### config.mk
export PLATFORM = sky130hd
export DESIGN_NAME = vit_enc_ctrl
export DESIGN_NICKNAME = d
export VERILOG_FILES = /design/src/rtl/vit_enc_ctrl.sv
export SDC_FILE = /design/constraint.sdc
export NUM_CORES = 1
export LEC_CHECK = 0
export ABC_AREA = 1
export BUFFER_PORTS_ARGS = -buffer_cell sky130_fd_sc_hd__buf_4
export CAP_MARGIN = 20
export CORE_UTILIZATION = 40
export DETAILED_ROUTE_END_ITERATION = 7
export GPL_TIMING_DRIVEN = 0
export HOLD_SLACK_MARGIN = 0.03
export PLACE_DENSITY = 0.55
export SLEW_MARGIN = 30
export SYNTH_ARGS = -nofsm -noshare
export SYNTH_HDL_FRONTEND = slang
export SYNTH_SLANG_ARGS = --single-unit
### constraint.sdc
create_clock -name clock_i -period 2.1 [get_ports clock_i]
set_clock_uncertainty 0.2 [all_clocks]
set_input_delay 0.42 -clock clock_i [delete_from_list [all_inputs] [get_ports clock_i]]
set_output_delay 0.42 -clock clock_i [all_outputs]
set_load 0.03 [all_outputs]
### src/rtl/vit_enc_ctrl.sv
// Frame sequencer for a (2,1,3) convolutional encoder: pulls message bits,
// appends TAIL zero flush bits and marks symbol-valid / last-symbol cycles.
//
// state | meaning
// IDLE  | waiting for start; encoder held
// DATA  | accepting message bits; encoder shifts on each accepted bit
// TAIL  | shifting TAIL zero bits to flush encoder memory
// DONE  | one-cycle frame-end pulse; encoder held
module vit_enc_ctrl #(
   parameter int LEN_W = 8,
   parameter int TAIL  = 3
) (
   input  logic             clock_i,
   input  logic             reset_i,
   input  logic             start_i,
   input  logic [LEN_W-1:0] frame_len_i,
   input  logic             bit_in_i,
   input  logic             bit_valid_i,
   output logic             bit_ready_o,
   output logic             enc_ux_o,
   output logic             enc_hold_o,
   output logic             sym_valid_o,
   output logic             sym_last_o,
   output logic             busy_o,
   output logic             done_o,
   output logic             start_err_o
);

   localparam int TW = (TAIL > 1) ? $clog2(TAIL) : 1;
   localparam logic [TW-1:0] TAIL_LAST = TW'(TAIL - 1);

   typedef enum logic [1:0] {
      IDLE = 2'd0,
      DATA = 2'd1,
      TAIL_S = 2'd2,
      DONE = 2'd3
   } state_t;

   state_t           state_q, state_d;
   logic [LEN_W-1:0] len_q, len_d;
   logic [LEN_W-1:0] cnt_q, cnt_d;
   logic [TW-1:0]    tail_q, tail_d;
   logic             sym_valid_q, sym_valid_d;
   logic             sym_last_q, sym_last_d;

   logic             bit_ready;
   logic             enc_hold;
   logic             enc_ux;
   logic             last_shift;
   logic [LEN_W-1:0] len_m1;

   assign len_m1 = len_q - LEN_W'(1);

   always_ff @(posedge clock_i or posedge reset_i) begin
      if (reset_i) begin
         state_q     <= IDLE;
         len_q       <= '0;
         cnt_q       <= '0;
         tail_q      <= '0;
         sym_valid_q <= 1'b0;
         sym_last_q  <= 1'b0;
      end else begin
         state_q     <= state_d;
         len_q       <= len_d;
         cnt_q       <= cnt_d;
         tail_q      <= tail_d;
         sym_valid_q <= sym_valid_d;
         sym_last_q  <= sym_last_d;
      end
   end

   always_comb begin
      state_d    = state_q;
      len_d      = len_q;
      cnt_d      = cnt_q;
      tail_d     = tail_q;
      bit_ready  = 1'b0;
      enc_hold   = 1'b1;
      enc_ux     = 1'b0;
      last_shift = 1'b0;
      case (state_q)
         IDLE: begin
            if (start_i) begin
               len_d   = frame_len_i;
               cnt_d   = '0;
               tail_d  = '0;
               state_d = (frame_len_i != '0) ? DATA : TAIL_S;
            end
         end
         DATA: begin
            bit_ready = 1'b1;
            enc_hold  = ~bit_valid_i;
            enc_ux    = bit_in_i & bit_valid_i;
            if (bit_valid_i) begin
               cnt_d = cnt_q + LEN_W'(1);
               if (cnt_q == len_m1) begin
                  state_d = TAIL_S;
               end
            end
         end
         TAIL_S: begin
            enc_hold = 1'b0;
            tail_d   = tail_q + TW'(1);
            if (tail_q == TAIL_LAST) begin
               state_d    = DONE;
               last_shift = 1'b1;
            end
         end
         DONE: begin
            state_d = IDLE;
         end
         default: begin
            state_d = IDLE;
         end
      endcase
   end

   // A shift at this edge means the encoder output is a fresh symbol next cycle.
   assign sym_valid_d = ~enc_hold;
   assign sym_last_d  = last_shift;

   assign bit_ready_o = bit_ready;
   assign enc_hold_o  = enc_hold;
   assign enc_ux_o    = enc_ux;
   assign sym_valid_o = sym_valid_q;
   assign sym_last_o  = sym_last_q;
   assign busy_o      = (state_q != IDLE);
   assign done_o      = (state_q == DONE);
   assign start_err_o = start_i & (state_q != IDLE);

endmodule
==> qor.txt <==
Status -> complete, no violations
Final wirelength -> 2920 µm
Worst Tran Pin Value -> 810 ps
Core Area -> 0.00334 mm²
Unrepaired setup endpoints after global routing -> yes
Total Neg Setup Slack -> 0 ps
DP Wirelength -> 2100 µm
PortBufs -> 20
Grt ovf -> 0
Reg2Reg Capture Point -> cnt_q[6]
Clock root cell -> clkbuf_4
Syn_area_per_cell -> 7.50 µm²
CTS H-tree lvls -> 1
Slew Limit Fails -> 0
Die Span Y -> 61.1 µm
Cell count after synthesis -> 186
Clock-pin transition on the worst setup and hold timing paths -> 130 ps
Worst slew margin -> 45.7%
Fill count -> 335
Cell family with most CP delay -> buffers and inverters
Arr. time, crit path -> 1420 ps
Setup crit start kind -> register
Origin of the worst setup path -> state_q[0]
Clk_lat worst skew -> 320 ps
Tcrit/Tclk final -> 97.2%
Min-delay src -> frame_len_i[7]
Final #Nets -> 242
Vias in the first global route -> 1141
GR Util All Layers -> 17.9%
R2R cell count -> 13
Pwr Density -> 1370 mW/mm²
Mux share of post-synthesis cell area -> 0%
Required time worst endpoint -> 1480 ps
Layout Utilization -> 55.0%
Period minus WS final -> 2040 ps
Cell Count Post-Placement -> 252
CP Class -> reg -> out
Antenna viol nets, final -> 0
Clock tree from TritonCTS -> built
Largest family of logic cells by synthesized area -> simple AND/OR/NAND/NOR gates
Post-synthesis compound-gate area fraction -> 10.5%
Adder-Cell Fraction of Synth Area -> 6.28%
I/O pins -> 21
Critical-path cell list -> buf_6 -> ha_4 -> buf_6 -> buf_4 -> buf_6
Final setup viols -> 0
Clock sink total -> 22
# diodes -> 0
Initial Util -> 41.8%
Setup slack at placement -> 68.6 ps
Netlist cell types -> 27
Seq/Total Area, Yosys -> 39.5%
Post-DR wirelength/cell -> 11.0 µm
DR vias -> 1235
Final Hold Vio Count -> 0
Mapped Nets -> 206
Critical Path Sink Type -> output port
Synth warnings -> 0
Crit path to -> bit_ready_o
Clk buf depth -> 2
Largest net degree at the start of global routing -> 23
Initial DRC count -> 32
Pre-antenna DRT Iters -> 4
Max Cap Violations -> 0
Post-route insts no fill -> 267
Worst path max stage delay -> 420 ps
Routability cong. -> 0.735
Cell Rows -> 21
Crit Path Max Fanout -> 3
Most Frequent Cell on Critical Path -> buf_6
Synth Area in Simple Gates -> 29.0%
Synthesized flop and latch total -> 22
Share of cells above drive strength 1 -> 26.7%
Area grow syn2layout -> 31.6%
Worst hold margin -> 170 ps
Global-route wire length before repair -> 4910 µm
Syn Std Cell Area -> 0.00140 mm²
Post-Synth XOR/XNOR Area -> 3.77%
Die Width -> 61.1 µm
Hold Crit Class -> in -> reg
Average vias per placed instance -> 4.63
Crit path depth -> 5
Die area -> 0.00373 mm²
RR Startpoint -> state_q[0]
Worst Slack Setup Final -> 59.1 ps
Buffer and inverter count on the worst path -> 4
Static Leak -> 0.945 nW
Fmax -> 490 MHz
CP max stage cell -> dfrtp_1
DRC Markers -> 0
Worst vdd ir -> 0.000745 V
Worst reg2reg setup slack -> 80 ps
CTS buffer count -> 3
Initial antenna violation count -> 0
how the worst min path moves through the flow:
| stage | slack (ps) | cells after the start | to |
|---|---|---|---|
| 3_3_place_gp | 290 | 2 | len_q[7] |
| 4_1_cts | 90 | 2 | tail_q[1] |
| 5_1_grt | 170 | 3 | len_q[4] |
| 6_report | 170 | 3 | len_q[7] |
| 3_5_place_dp | 300 | 2 | len_q[7] |
| 2_1_floorplan | 210 | 1 | cnt_q[0] |
per-stage QoR:
step / cell area [µm²] / power [mW]
after floorplan: 1400 / 1.59
after global placement: 1610 / 1.86
after detailed placement: 1610 / 1.89
after global routing: 1840 / 2.74
after CTS: 1690 / 2.28
final: 1840 / 2.51
cells in the final DEF (no fill, tap or decap), drive strengths merged, types with 2 or more instances in the layout:
master   n
a21oi    4
buf     31
clkbuf   4
dfrtp   22
ha       7
inv     36
nand2   45
nand3   13
nand4    3
nor2    17
nor3     5
nor3b    2
o21ai   18
xnor2    2
xor2     4
cell usage after synthesis:
cell type	instances	share of area, %
o21ai_2	1	0.63
nand3_1	13	4.7
nor3b_1	2	1.1
and3_1	1	0.45
nor3_2	1	0.72
o21a_1	1	0.54
inv_1	36	9.7
a21oi_1	4	1.4
and2_1	1	0.45
o21ai_0	16	5.7
nor2_1	16	4.3
dfrtp_1	22	39
nand4_1	3	1.3
nand2_2	2	0.90
ha_1	7	6.3
buf_6	1	0.81
o22ai_1	1	0.45
inv_2	1	0.27
xnor2_1	2	1.3
o21ai_4	1	1.2
xor2_1	4	2.5
nor3_1	2	0.72
clkbuf_1	1	0.27
nand2_1	43	12
o31ai_1	1	0.54
nor2_2	1	0.45
nor3_4	2	2.3
what timing repair did:
action,in CTS,in global routing
hold buffers,0,1
setup buffers,2,8
hold endpoints to repair,0,22
setup endpoints to repair,2,10
pin swaps,1,3
cloned,0,0
gates resized for setup,5,20
layout make-up:
cell class | count | area, µm² | share of cell area, %
multi-input cells | 125 | 772 | 42.1
flip-flops and latches | 22 | 551 | 30.0
repair buffers | 31 | 246 | 13.4
inverters | 37 | 141 | 7.70
well taps | 46 | 57.6 | 3.14
clock inverters | 1 | 30.0 | 1.64
clock buffers | 3 | 22.5 | 1.23
plain buffers | 2 | 15.0 | 0.818
report_power, final:
group	switching, mW	internal, mW
sequential	0.133	0.560
clock	0.134	0.193
combinational	0.846	0.641
state kept, by name, summed over array words and instances, names as in the netlist:
signal / cells
cnt_q: 8
len_q: 8
tail_q: 2
sym_last_o: 1
state_q: 2
sym_valid_o: 1
worst min-delay path: stages:
cell     delay (ps)
buf_4           110
inv_1            50
o21ai_0          80
metal layers:
metal,GRT usage [%],part of all wire (%),vias to the layer above
li1,-,-,658
met1,23.3,48,556
met2,29.7,48,19
met3,5.25,3.2,2
met4,3.90,0.48,0
met5,0,0,-
kinds of logic after synthesis:
kind of cell / count (synthesis)
flip-flops: 22
XOR/XNOR: 6
AO/OA/AOI/OAI: 25
AND/OR/NAND/NOR: 87
buffers and inverters: 39
adder cells (fa/ha/maj): 7
(Power assumes the default switching activity.)
